### config.mk
export PLATFORM = sky130hd
export DESIGN_NAME = mc_control_fsm
export DESIGN_NICKNAME = d
export VERILOG_FILES = /design/src/rtl/mc_pkg.sv /design/src/rtl/mc_instr_decode.sv /design/src/rtl/mc_control_fsm.sv
export SDC_FILE = /design/constraint.sdc
export NUM_CORES = 1
export LEC_CHECK = 0
export ABC_AREA = 1
export BUFFER_PORTS_ARGS = -buffer_cell sky130_fd_sc_hd__buf_4
export CAP_MARGIN = 10
export CORE_ASPECT_RATIO = 1.1
export CORE_MARGIN = 8
export CORE_UTILIZATION = 26
export DETAILED_ROUTE_END_ITERATION = 8
export PLACE_DENSITY_LB_ADDON = 0.12
export SYNTH_ARGS = -nofsm -noshare
export SYNTH_HDL_FRONTEND = slang
export SYNTH_SLANG_ARGS = --single-unit
### constraint.sdc
create_clock -name clk -period 1.2 [get_ports clk]
set_clock_uncertainty 0.05 [all_clocks]
set_input_delay 0.18 -clock clk [delete_from_list [all_inputs] [get_ports clk]]
set_output_delay 0.18 -clock clk [all_outputs]
set_load 0.03 [all_outputs]
### src/rtl/mc_pkg.sv
// Shared encodings for the multi-cycle MIPS controller and datapath.
// States, opcodes, mux selects, ALU/ext ops, decode class, control bundle.
package mc_pkg;

  localparam logic [3:0] S_FETCH  = 4'd0;
  localparam logic [3:0] S_DECODE = 4'd1;
  localparam logic [3:0] S_MEMADR = 4'd2;
  localparam logic [3:0] S_MEMRD  = 4'd3;
  localparam logic [3:0] S_MEMWB  = 4'd4;
  localparam logic [3:0] S_MEMWR  = 4'd5;
  localparam logic [3:0] S_EXE    = 4'd6;
  localparam logic [3:0] S_ALUWB  = 4'd7;
  localparam logic [3:0] S_BRANCH = 4'd8;
  localparam logic [3:0] S_JUMP   = 4'd9;
  localparam logic [3:0] S_HALT   = 4'd10;

  localparam logic [5:0] OP_RTYPE = 6'h00;
  localparam logic [5:0] OP_J     = 6'h02;
  localparam logic [5:0] OP_JAL   = 6'h03;
  localparam logic [5:0] OP_BEQ   = 6'h04;
  localparam logic [5:0] OP_ORI   = 6'h0D;
  localparam logic [5:0] OP_LUI   = 6'h0F;
  localparam logic [5:0] OP_LW    = 6'h23;
  localparam logic [5:0] OP_SW    = 6'h2B;

  localparam logic [5:0] FN_JR    = 6'h08;
  localparam logic [5:0] FN_ADDU  = 6'h21;
  localparam logic [5:0] FN_SUBU  = 6'h23;

  localparam logic [1:0] PCSRC_ALU    = 2'b00;
  localparam logic [1:0] PCSRC_ALUOUT = 2'b01;
  localparam logic [1:0] PCSRC_JUMP   = 2'b10;
  localparam logic [1:0] PCSRC_REG    = 2'b11;

  localparam logic [1:0] REGDST_RT = 2'b00;
  localparam logic [1:0] REGDST_RD = 2'b01;
  localparam logic [1:0] REGDST_RA = 2'b10;

  localparam logic [1:0] MTR_ALUOUT = 2'b00;
  localparam logic [1:0] MTR_MDR    = 2'b01;
  localparam logic [1:0] MTR_PC     = 2'b10;

  localparam logic [1:0] SRCB_REGB  = 2'b00;
  localparam logic [1:0] SRCB_FOUR  = 2'b01;
  localparam logic [1:0] SRCB_IMM   = 2'b10;
  localparam logic [1:0] SRCB_IMMSH = 2'b11;

  localparam logic [1:0] ALU_ADD = 2'b00;
  localparam logic [1:0] ALU_SUB = 2'b01;
  localparam logic [1:0] ALU_OR  = 2'b10;

  localparam logic [1:0] EXT_ZERO  = 2'b00;
  localparam logic [1:0] EXT_SIGN  = 2'b01;
  localparam logic [1:0] EXT_UPPER = 2'b10;

  typedef struct packed {
    logic addu;
    logic subu;
    logic ori;
    logic lw;
    logic sw;
    logic beq;
    logic lui;
    logic j;
    logic jal;
    logic jr;
    logic illegal;
  } instr_cls_t;

  typedef struct packed {
    logic       pcwrite;
    logic       pcwritecond;
    logic [1:0] pcsrc;
    logic       iord;
    logic       memread;
    logic       memwrite;
    logic       irwrite;
    logic       regwrite;
    logic [1:0] regdst;
    logic [1:0] memtoreg;
    logic       alusrca;
    logic [1:0] alusrcb;
    logic [1:0] aluop;
    logic [1:0] extop;
    logic       retire;
    logic       illegal;
  } ctrl_t;

  // Instruction classes that write rt from the ALU (immediate forms).
  function automatic logic is_imm_alu(instr_cls_t c);
    return c.ori | c.lui;
  endfunction

endpackage

### src/rtl/mc_instr_decode.sv
// Combinational op/func -> one-hot instruction class.
// Ports: i_op, i_func (IR fields) -> o_cls (exactly one bit set).
module mc_instr_decode
  import mc_pkg::*;
(
  input  logic [5:0] i_op,
  input  logic [5:0] i_func,
  output instr_cls_t o_cls
);

  always_comb begin
    o_cls = '0;
    case (i_op)
      OP_RTYPE: begin
        case (i_func)
          FN_ADDU: o_cls.addu    = 1'b1;
          FN_SUBU: o_cls.subu    = 1'b1;
          FN_JR:   o_cls.jr      = 1'b1;
          default: o_cls.illegal = 1'b1;
        endcase
      end
      OP_ORI:  o_cls.ori     = 1'b1;
      OP_LW:   o_cls.lw      = 1'b1;
      OP_SW:   o_cls.sw      = 1'b1;
      OP_BEQ:  o_cls.beq     = 1'b1;
      OP_LUI:  o_cls.lui     = 1'b1;
      OP_J:    o_cls.j       = 1'b1;
      OP_JAL:  o_cls.jal     = 1'b1;
      default: o_cls.illegal = 1'b1;
    endcase
  end

endmodule

### src/rtl/mc_control_fsm.sv
// Multi-cycle MIPS controller FSM driving PC/IR/regfile/ALU/memory.
// In: clk, reset, op, func, mem_ready. Out: datapath enables/selects, retire, illegal.
module mc_control_fsm
  import mc_pkg::*;
#(
  parameter logic ILLEGAL_HALT = 1'b0
) (
  input  logic       clk,
  input  logic       reset,
  input  logic [5:0] op,
  input  logic [5:0] func,
  input  logic       mem_ready,
  output logic       pcwrite,
  output logic       pcwritecond,
  output logic [1:0] pcsrc,
  output logic       iord,
  output logic       memread,
  output logic       memwrite,
  output logic       irwrite,
  output logic       regwrite,
  output logic [1:0] regdst,
  output logic [1:0] memtoreg,
  output logic       alusrca,
  output logic [1:0] alusrcb,
  output logic [1:0] aluop,
  output logic [1:0] extop,
  output logic       retire,
  output logic       illegal
);

  logic [3:0] r_state;
  logic [3:0] w_next;
  instr_cls_t w_cls;
  ctrl_t      w_ctrl;
  ctrl_t      w_out;

  mc_instr_decode u_dec (
    .i_op   (op),
    .i_func (func),
    .o_cls  (w_cls)
  );

  always_ff @(posedge clk) begin
    if (reset) r_state <= S_FETCH;
    else       r_state <= w_next;
  end

  always_comb begin
    w_next = r_state;
    case (r_state)
      S_FETCH:  if (mem_ready) w_next = S_DECODE;
      S_DECODE: begin
        unique case (1'b1)
          w_cls.lw, w_cls.sw:
            w_next = S_MEMADR;
          w_cls.addu, w_cls.subu, w_cls.ori, w_cls.lui:
            w_next = S_EXE;
          w_cls.beq:
            w_next = S_BRANCH;
          w_cls.j, w_cls.jal, w_cls.jr:
            w_next = S_JUMP;
          default:
            w_next = ILLEGAL_HALT ? S_HALT : S_FETCH;
        endcase
      end
      S_MEMADR: w_next = w_cls.sw ? S_MEMWR : S_MEMRD;
      S_MEMRD:  if (mem_ready) w_next = S_MEMWB;
      S_MEMWR:  if (mem_ready) w_next = S_FETCH;
      S_EXE:    w_next = S_ALUWB;
      S_MEMWB, S_ALUWB, S_BRANCH, S_JUMP:
        w_next = S_FETCH;
      S_HALT:   w_next = S_HALT;
      default:  w_next = S_FETCH;
    endcase
  end

  always_comb begin
    w_ctrl = '0;
    case (r_state)
      S_FETCH: begin
        w_ctrl.memread = 1'b1;
        w_ctrl.alusrcb = SRCB_FOUR;
        w_ctrl.aluop   = ALU_ADD;
        w_ctrl.pcsrc   = PCSRC_ALU;
        // PC and IR only advance once the instruction word is back.
        w_ctrl.irwrite = mem_ready;
        w_ctrl.pcwrite = mem_ready;
      end
      S_DECODE: begin
        // Speculatively form the branch target into ALUOut.
        w_ctrl.alusrcb = SRCB_IMMSH;
        w_ctrl.extop   = EXT_SIGN;
        w_ctrl.aluop   = ALU_ADD;
        w_ctrl.illegal = w_cls.illegal;
      end
      S_MEMADR: begin
        w_ctrl.alusrca = 1'b1;
        w_ctrl.alusrcb = SRCB_IMM;
        w_ctrl.extop   = EXT_SIGN;
        w_ctrl.aluop   = ALU_ADD;
      end
      S_MEMRD: begin
        w_ctrl.memread = 1'b1;
        w_ctrl.iord    = 1'b1;
      end
      S_MEMWB: begin
        w_ctrl.regwrite = 1'b1;
        w_ctrl.regdst   = REGDST_RT;
        w_ctrl.memtoreg = MTR_MDR;
        w_ctrl.retire   = 1'b1;
      end
      S_MEMWR: begin
        w_ctrl.memwrite = 1'b1;
        w_ctrl.iord     = 1'b1;
        w_ctrl.retire   = mem_ready;
      end
      S_EXE: begin
        w_ctrl.alusrca = 1'b1;
        unique case (1'b1)
          w_cls.subu: begin
            w_ctrl.alusrcb = SRCB_REGB;
            w_ctrl.aluop   = ALU_SUB;
          end
          w_cls.ori: begin
            w_ctrl.alusrcb = SRCB_IMM;
            w_ctrl.extop   = EXT_ZERO;
            w_ctrl.aluop   = ALU_OR;
          end
          w_cls.lui: begin
            // lui = (imm<<16) | $0 on the ALU.
            w_ctrl.alusrcb = SRCB_IMM;
            w_ctrl.extop   = EXT_UPPER;
            w_ctrl.aluop   = ALU_OR;
          end
          default: begin
            w_ctrl.alusrcb = SRCB_REGB;
            w_ctrl.aluop   = ALU_ADD;
          end
        endcase
      end
      S_ALUWB: begin
        w_ctrl.regwrite = 1'b1;
        w_ctrl.memtoreg = MTR_ALUOUT;
        w_ctrl.regdst   = is_imm_alu(w_cls) ? REGDST_RT
                                            : REGDST_RD;
        w_ctrl.retire   = 1'b1;
      end
      S_BRANCH: begin
        w_ctrl.alusrca     = 1'b1;
        w_ctrl.alusrcb     = SRCB_REGB;
        w_ctrl.aluop       = ALU_SUB;
        w_ctrl.pcwritecond = 1'b1;
        w_ctrl.pcsrc       = PCSRC_ALUOUT;
        w_ctrl.retire      = 1'b1;
      end
      S_JUMP: begin
        w_ctrl.pcwrite = 1'b1;
        w_ctrl.retire  = 1'b1;
        unique case (1'b1)
          w_cls.jr: w_ctrl.pcsrc = PCSRC_REG;
          w_cls.jal: begin
            // PC already holds PC+4 from fetch: that is the link value.
            w_ctrl.pcsrc    = PCSRC_JUMP;
            w_ctrl.regwrite = 1'b1;
            w_ctrl.regdst   = REGDST_RA;
            w_ctrl.memtoreg = MTR_PC;
          end
          default: w_ctrl.pcsrc = PCSRC_JUMP;
        endcase
      end
      default: w_ctrl = '0;
    endcase
  end

  // Reset masks every enable in the same cycle it is asserted.
  assign w_out = reset ? '0 : w_ctrl;

  assign pcwrite     = w_out.pcwrite;
  assign pcwritecond = w_out.pcwritecond;
  assign pcsrc       = w_out.pcsrc;
  assign iord        = w_out.iord;
  assign memread     = w_out.memread;
  assign memwrite    = w_out.memwrite;
  assign irwrite     = w_out.irwrite;
  assign regwrite    = w_out.regwrite;
  assign regdst      = w_out.regdst;
  assign memtoreg    = w_out.memtoreg;
  assign alusrca     = w_out.alusrca;
  assign alusrcb     = w_out.alusrcb;
  assign aluop       = w_out.aluop;
  assign extop       = w_out.extop;
  assign retire      = w_out.retire;
  assign illegal     = w_out.illegal;

endmodule

==> results of run 1 <==
-- cell usage in the layout (no fill, tap or decap) --
cell type,n
a21oi_1,3
a21oi_2,4
a21oi_4,5
a31oi_1,1
buf_12,1
buf_4,53
buf_6,26
clkbuf_1,1
clkbuf_4,3
dfxtp_4,4
inv_1,15
inv_2,5
inv_4,5
nand2_1,21
nand2_2,4
nand2_4,6
nand2_8,2
nand3_1,6
nand3_2,2
nand3_4,1
nand3b_1,1
nand4_1,1
nor2_1,12
nor2_2,6
nor2_4,13
nor3_1,2
nor3_2,1
nor3_4,4
o21ai_0,1
o21ai_1,3
o22ai_2,1
o22ai_4,1
or2_2,1
-- cell families (layout without fill, tap and decap cells) --
logic type,count (synthesis),in the layout
and+or+nand+nor,83,83
buffers and inverters,28,109
AOI/OAI and AO/OA,19,19
DFF,4,4
-- power groups by stage --
stage	clock, W	sequential (W)	combinational, W
6_report	0.000179	0.000144	0.000385
4_1_cts	0.000190	0.000142	0.000319
2_1_floorplan	0	0.000146	0.000157
3_5_place_dp	0	0.000146	0.000298
5_1_grt	0.000193	0.000145	0.000410
3_3_place_gp	0	0.000146	0.000293
-- metrics by stage --
| step | util | instances |
|---|---|---|
| floorplan | - | 134 |
| global placement | 0.5554 | 233 |
| detailed placement | 0.5554 | 233 |
| CTS | 0.6426 | 245 |
| global route | 0.7133 | 246 |
| finish | 0.7133 | 246 |
-- final cells by class --
class | count | area (sq um) | area share
multi-input combinational | 102 | 803.3 | 0.4512
tap | 31 | 38.79 | 0.02178
clock buffer | 4 | 26.28 | 0.01476
inverter | 25 | 106.4 | 0.05973
sequential | 4 | 95.09 | 0.05341
timing repair buffer | 80 | 710.7 | 0.3992
-- critical path: cells and delay by family, from the launching register on --
family	cells	cell delay, ns
compound gates	2	0.28
buf+inv	2	0.21
flops	1	0.34
simple gates	4	0.38
-- layer usage --
metal,GRT usage,up-vias
met5,0,-
met2,0.2644,24
met4,0.04126,0
li1,-,582
met3,0.01454,4
met1,0.1353,519
-- worst paths after layout --
| path | cells after the start | from | end | slack, ns |
|---|---|---|---|---|
| setup / recovery | 8 | r_state[2] | aluop[0] | -0.47 |
| setup reg to reg | 12 | r_state[2] | r_state[1] | -0.29 |
| hold reg to reg | 6 | r_state[0] | r_state[0] | 0.84 |
| hold / removal | 4 | mem_ready | r_state[2] | 0.27 |
-- what timing repair did --
action,CTS,global route
resized for setup,39,42
buffers inserted,8,4
setup endpoints to repair,25,26
pin swaps,12,19
==> reports/qor.yml, run 1 <==
outcome:
  outcome: "finished, violations left"
  violations: "setup timing"
detailed_routing:
  wl_per_cell_um: 13.53
  wirelength_um: 3329
  topRoutingLayerUsed: "met4"
  firstDrtPassIters: 4
  via_count: 1129
  drc_errors: 0
  detail-route-antenna-nets: 0
  wl_met1_um: 1251
  wl_met3_um: 127
  drtIter0Drc: 20
  route.met2.wl_um: 1898
  vias_per_cell: 4.589
final_layout:
  diodes: 0
  final_nets: 231
  largest_reg_flops: 4
  fin_area_sq_um: 1780
  syn2layout_area_growth_pct: 163.0
  top_register: "r_state"
  nFillCells: 197
  top_regs: "r_state (4)"
  drive_above_1_share: 0.6884
grt:
  grt_overflow: 0
  antenna_found_initial: 0
  grt_pass1_wl_um: 5112
  grt_pass1_vias: 1197
  grtUsageTotal: 0.1328
  grt_max_degree: 10
synth:
  synth-edff-count: 0
  synth_top_area_share: 0.1553
  synthTopCellsByCount: "nand2_1, nor2_1, inv_1, a21oi_1, nand3_1"
  avgSynthCellArea_sq_um: 5.051
  synth_top_family_by_area: "simple AND/OR/NAND/NOR gates"
  yosys-mux-area-fraction: 0
  synthSimpleGateAreaFrac: 0.5582
  syn_inst: 134
  synth_top_area_cell: "nand2_1"
  synth_compound_area_frac: 0.1627
  yosysWarnings: 0
  syn-num-nets: 149
  yosysMostFrequentCell: "nand2_1"
  synth.distinct_cells: 21
  yosys.area_share.adder: 0
  synth_area_sq_um: 676.9
  synthXorXnorAreaFrac: 0
  synth-seq-cells: 4
  synthFlopType: "dfxtp_1"
  synth.area.top_cells: "nand2_1, nor2_1, inv_1, dfxtp_1, a21oi_1"
  ys_seq_area_frac: 0.1183
  synthArstFlopShare: 0
floorplanning:
  core-area_sq_um: 2496
  fp.dieArea_sq_um: 4494
  die_w_um: 64.65
  fp.dieH_um: 69.52
  ioPinCount: 37
  num_rows: 19
  start_util: 0.2712
setup_path:
  slowest_delay_ns: 0.34
  path_class: "flip-flop to output pin"
  cp_slowest_cell: "dfxtp_4"
  startpoint_type: "flip-flop"
  arrival_ns: 1.44
  required_ns: 0.97
  path_max_fanout: 3
  crit_path_end_kind: "output pin"
  path_cells: "inv_2 > nand2_4 > nor2_4 > nand2_4 > a21oi_4 > nor2_4 > a21oi_4 > buf_6"
power_and_ir_drop:
  power_frac_comb: 0.543
  finalPower_w: 0.0007081
  ir_worst_vdd_mv: 0.4694
  sw_frac_of_total: 0.3779
  power_frac_clock: 0.253
  switchingPower_w: 0.0002676
  p_seq_frac: 0.204
  power_leakage_nw: 0.8437
  intPower_w: 0.0004405
  cellPowerDensity_nw_per_um2: 397.7
clock_network:
  path_clk_slew_ns: 0.04
  clock_latency_ns: 0.23
  htree_levels: 1
  postCtsHoldBufs: 0
  cts_tree: "yes"
  cts_sinks: 4
  cts_root_buf: "clkbuf_4"
  cts_made_buffers: 3
  cts_buffer_depth: 2
timing:
  setup_viol: 26
  setup_tns_ns: -8.882
  setup_ws_ns: -0.4737
  max-slew-margin-rel: 0.8247
  min_period_over_period: 1.395
  rsz0062_at_grt: "true"
  max_freq_mhz: 597.5
  worst_pin_slew_ns: 0.2609
  finalHoldViolCount: 0
  maxSlewViolCount: 0
  whs_ns: 0.2704
  fin_crit_ns: 1.674
place:
  port_buffers: 36
  dp_slack_ns: -0.2531
  place_hpwl_um: 2429
  placed_area_sq_um: 1386
  globalplace.congestion: 0.8735
hold_path:
  hold_path.class: "input pin to flip-flop"
flow_run:
  drv_cap: 0
No activity file was read; power rests on OpenSTA's default activity.
==> inputs of run 2 (changes only) <==
Settings changed: BUFFER_PORTS_ARGS -buffer_cell sky130_fd_sc_hd__buf_4 to unset, DONT_BUFFER_PORTS set to 1.
==> run 2 against run 1 <==
The run still ends with setup timing left. Register-to-register slack improved by 0.04 ns. Clock power rose by 6%. Die area stayed put.
==> reports/qor.yml, run 2 (synthesis gave the netlist of run 1 again) <==
outcome:
  outcome: "finished, violations left"
  violations: "setup timing"
timing:
  worst_pin_slew_ns: 0.3632
  setup_viol: 26
  min_period_over_period: 1.390
  finalHoldViolCount: 0
  setup_ws_ns: -0.4682
  fin_crit_ns: 1.668
  max-slew-margin-rel: 0.7570
  rsz0062_at_grt: "true"
  max_freq_mhz: 599.5
  maxSlewViolCount: 0
  whs_ns: 0.1290
floorplanning:
  start_util: 0.2712
  ioPinCount: 37
  die_w_um: 64.65
  fp.dieArea_sq_um: 4494
  fp.dieH_um: 69.52
  num_rows: 19
  core-area_sq_um: 2496
final_layout:
  seq_area_sq_um: 92.59
  top_regs: "r_state (4)"
  layout_commonest_cell: "buf_4"
  final_nets: 206
  stdcell_count: 221
  top_register: "r_state"
  syn2layout_area_growth_pct: 143.1
  drive_above_1_share: 0.7105
  diodes: 0
  layout_common_cells: "buf_4, buf_6, nand2_1"
  largest_reg_flops: 4
  multi_input_area_sq_um: 834.6
  nFillCells: 204
place:
  port_buffers: 0
  placed_cells: 204
  globalplace.congestion: 0.8403
  place_hpwl_um: 2217
flow_run:
  drv_cap: 0
detailed_routing:
  wl_per_cell_um: 15.51
  topRoutingLayerUsed: "met4"
  route.met2.wl_um: 1940
  wl_met1_um: 1269
  drtIter0Drc: 26
  wl_met3_um: 198
  detail-route-antenna-nets: 0
  firstDrtPassIters: 4
  wirelength_um: 3428
  via_count: 1083
  drc_errors: 0
  vias_per_cell: 4.900
setup_path:
  critical_path_buf_inv_count: 2
  slowest_delay_ns: 0.33
  startpoint_type: "flip-flop"
  cp_top_family: "simple AND/OR/NAND/NOR gates"
  path_max_fanout: 4
  cp_slowest_cell: "dfxtp_2"
  required_ns: 0.97
  path_class: "flip-flop to output pin"
  arrival_ns: 1.44
  crit_path_end_kind: "output pin"
  cp_common_cell: "nor2_4"
  path_cells: "buf_6 > nor2_4 > inv_4 > nor3_4 > nor2_4 > a21oi_4"
hold_path:
  hold_path.class: "input pin to flip-flop"
clock_network:
  cts_made_buffers: 3
  cts_sinks: 4
  cts_tree: "yes"
  path_clk_slew_ns: 0.04
  cts_root_buf: "clkbuf_4"
  cts_buffer_depth: 2
  clock_latency_ns: 0.24
  htree_levels: 1
grt:
  antenna_found_initial: 0
  grtUsageTotal: 0.1302
  grt_overflow: 0
  grt_max_degree: 16
  grt_pass1_vias: 1102
  grt_pass1_wl_um: 4974
power_and_ir_drop:
  power_leakage_nw: 0.7087
  cellPowerDensity_nw_per_um2: 394.2
  ir_worst_vdd_mv: 0.6916
-- run 2: timing repair --
item	4_1_cts	5_1_grt
cloned	0	0
endpoints found under the setup margin	26	26
hold buffers	1	0
pin swaps	14	21
setup buffers	10	6
resized for setup	50	39
hold endpoints to repair	3	0
-- run 2: through the flow --
step	setup TNS (ns)	area, sq um	utilization	power, W	worst slack [ns]
finish	-9.430	1645	0.6591	0.0006485	-0.4682
floorplan	-3.932	834.6	-	0.0003029	-0.3907
detailed placement	-3.280	1219	0.4882	0.0003653	-0.2058
CTS	-8.045	1486	0.5955	0.0006129	-0.3956
global placement	-2.886	1219	0.4882	0.0003620	-0.1916
global route	-11.06	1645	0.6591	0.0006847	-0.5545
-- run 2: tightest hold or removal path, delay by kind of cell --
family / cells / cell delay, ns
compound gates: 1 / 0.05
buf+inv: 1 / 0.04
simple gates: 1 / 0.10
-- run 2: area by class of cell --
type / instances / share of cell area
Multi-Input combinational cell: 102 / 0.5072
Timing Repair Buffer: 55 / 0.3354
Inverter: 25 / 0.06160
Sequential cell: 4 / 0.05627
Tap cell: 31 / 0.02357
Clock buffer: 4 / 0.01597
-- run 2: where the power goes --
part           total [W]  internal (W)  switching, W
clock           0.000190      0.000125     0.0000648
sequential      0.000147      0.000134     0.0000122
combinational   0.000312      0.000137      0.000175
total           0.000649      0.000396      0.000252
-- run 2: worst paths after layout --
| path | start | to | slack [ns] | cells after the start |
|---|---|---|---|---|
| worst max register to register | r_state[2] | r_state[1] | -0.25 | 11 |
| worst max-delay path | r_state[2] | aluop[0] | -0.47 | 6 |
| worst min register to register | r_state[0] | r_state[1] | 0.77 | 6 |
| worst min-delay path | mem_ready | r_state[2] | 0.13 | 3 |
-- run 2: metal layers --
metal,vias to the layer above,global-route usage
li1,533,-
met1,513,0.1332
met2,33,0.2522
met3,4,0.04200
met4,0,0.01214
met5,-,0
==> inputs of run 3 (changes only) <==
Settings changed: CELL_PAD_IN_SITES_DETAIL_PLACEMENT set to 0, CELL_PAD_IN_SITES_GLOBAL_PLACEMENT set to 1, CORE_UTILIZATION 26 to 33.
==> run 3 against run 2 <==
The run still ends with setup timing left. Register-to-register slack about the same. Non-clock buffer count decreased by 11. Via count decreased by 6.7%. Worst hold slack improved by 0.015 ns. Cell count decreased by 6.3%. Setup slack improved by 0.012 ns. Sequential cell count unchanged. Sequential share of layout area increased by 0.65 points.
==> reports/qor.yml, run 3 (synthesis gave the netlist of run 1 again) <==
outcome:
  outcome: "finished, violations left"
  violations: "setup timing"
final_layout:
  layout_common_cells: "buf_4, nand2_1, buf_6"
  fin_area_sq_um: 1515
  top_register: "r_state"
  multi_input_area_sq_um: 798.3
  syn2layout_area_growth_pct: 123.8
  largest_reg_flops: 4
  nFillCells: 158
  stdcell_count: 207
  layout_commonest_cell: "buf_4"
  drive_above_1_share: 0.6201
  top_regs: "r_state (4)"
  seq_area_sq_um: 95.09
  diodes: 0
  final_nets: 195
setup_path:
  rrSetupSlack_ns: -0.24
  crit_path_end_kind: "output pin"
  path_max_fanout: 5
  required_ns: 0.97
  reg2reg_to: "r_state[1]"
  startpoint_type: "flip-flop"
  regToRegStartpoint: "r_state[0]"
  arrival_ns: 1.43
  path_class: "flip-flop to output pin"
  r2r_cells: 11
detailed_routing:
  wirelength_um: 3156
  vias_per_cell: 4.879
  firstDrtPassIters: 4
  detail-route-antenna-nets: 0
  via_count: 1010
  wl_per_cell_um: 15.25
  drc_errors: 0
  drtIter0Drc: 17
floorplanning:
  fp.dieArea_sq_um: 3758
  fp.dieH_um: 63.50
  start_util: 0.3422
  core-area_sq_um: 1978
  ioPinCount: 37
  num_rows: 17
  die_w_um: 59.18
hold_path:
  hold_path.class: "input pin to flip-flop"
  worstHoldEndpoint: "r_state[1]"
  hp-start: "reset"
  holdPathStages: 3
power_and_ir_drop:
  ir_worst_vdd_mv: 0.4828
  switchingPower_w: 0.0002283
  power_leakage_nw: 0.6620
  p_seq_frac: 0.238
  cellPowerDensity_nw_per_um2: 396.0
  power_frac_comb: 0.454
  power_frac_clock: 0.308
  intPower_w: 0.0003716
  finalPower_w: 0.0006000
  sw_frac_of_total: 0.3806
place:
  placed_area_sq_um: 1190
  placed_cells: 196
  place_hpwl_um: 2213
  port_buffers: 0
  globalplace.congestion: 0.8415
clock_network:
  htree_levels: 1
  cts_sinks: 4
  cts_made_buffers: 3
  cts_buffer_depth: 2
  clock_latency_ns: 0.24
  path_clk_slew_ns: 0.04
  cts_root_buf: "clkbuf_4"
  cts_tree: "yes"
grt:
  grt_max_degree: 16
  antenna_found_initial: 0
  grtUsageTotal: 0.1562
  grt_pass1_vias: 1014
  grt_pass1_wl_um: 4685
  grt_overflow: 0
timing:
  worst_pin_slew_ns: 0.3109
  min_period_over_period: 1.380
  maxSlewViolCount: 0
  rsz0062_at_grt: "true"
  setup_viol: 26
  fin_crit_ns: 1.656
  whs_ns: 0.1436
  max_freq_mhz: 603.8
  setup_ws_ns: -0.4561
  max-slew-margin-rel: 0.7923
  finalHoldViolCount: 0
flow_run:
  drv_cap: 0
==> run 3: cell types whose count changed in the layout (fill, tap and decap cells not counted), sizes merged <==
cell	previous run	this run
buf	54	43
==> run 3: layout make-up <==
class,count,area share
Clock buffer,4,0.01734
Inverter,25,0.07184
Multi-Input combinational cell,102,0.5268
Sequential cell,4,0.06276
Tap cell,28,0.02312
Timing Repair Buffer,44,0.2981
==> run 3: repair_timing <==
item,in CTS,in global routing
hold buffers,1,0
resized for setup,45,27
pin swaps,15,18
endpoints found under the hold margin,3,0
buffers inserted,7,0
endpoints found under the setup margin,26,26
==> run 3: metal layers <==
metal,global-route usage,vias up,wire length (um)
met4,0.04790,0,42
met2,0.3081,25,1904
li1,-,515,-
met1,0.1547,468,1054
met5,0,-,0
met3,0.02434,2,155
==> run 3: worst max path at each step <==
stage	cells after the start	startpoint	end	slack, ns
after detailed placement	7	r_state[0]	aluop[0]	-0.24
after CTS	6	r_state[0]	aluop[0]	-0.43
after floorplan	8	r_state[1]	regdst[1]	-0.39
after global placement	7	r_state[0]	aluop[0]	-0.22
final	6	r_state[0]	alusrcb[1]	-0.46
after global routing	6	r_state[0]	alusrcb[1]	-0.49
==> run 3: critical path: stages, from the launching register on <==
cell	delay [ns]
dfxtp_4	0.36
inv_4	0.07
nand2_4	0.07
buf_12	0.13
nor2_4	0.14
nand2_4	0.09
a21oi_4	0.31
==> run 3: power by group through the flow <==
stage	Combinational (W)	Sequential, W	Clock (W)
2_1_floorplan	0.000157	0.000146	0
3_3_place_gp	0.000216	0.000146	0
3_5_place_dp	0.000218	0.000146	0
4_1_cts	0.000254	0.000144	0.000193
5_1_grt	0.000288	0.000144	0.000199
6_report	0.000272	0.000143	0.000185
==> run 3: metrics by stage <==
step                      TNS (ns)  utilization  worst slack (ns)
after CTS                   -8.096       0.7166           -0.4315
after global placement      -3.058       0.6015           -0.2247
after floorplan             -3.932            -           -0.3907
after global routing        -9.705       0.7660           -0.4922
after detailed placement    -3.231       0.6015           -0.2409
final                       -8.190       0.7660           -0.4561
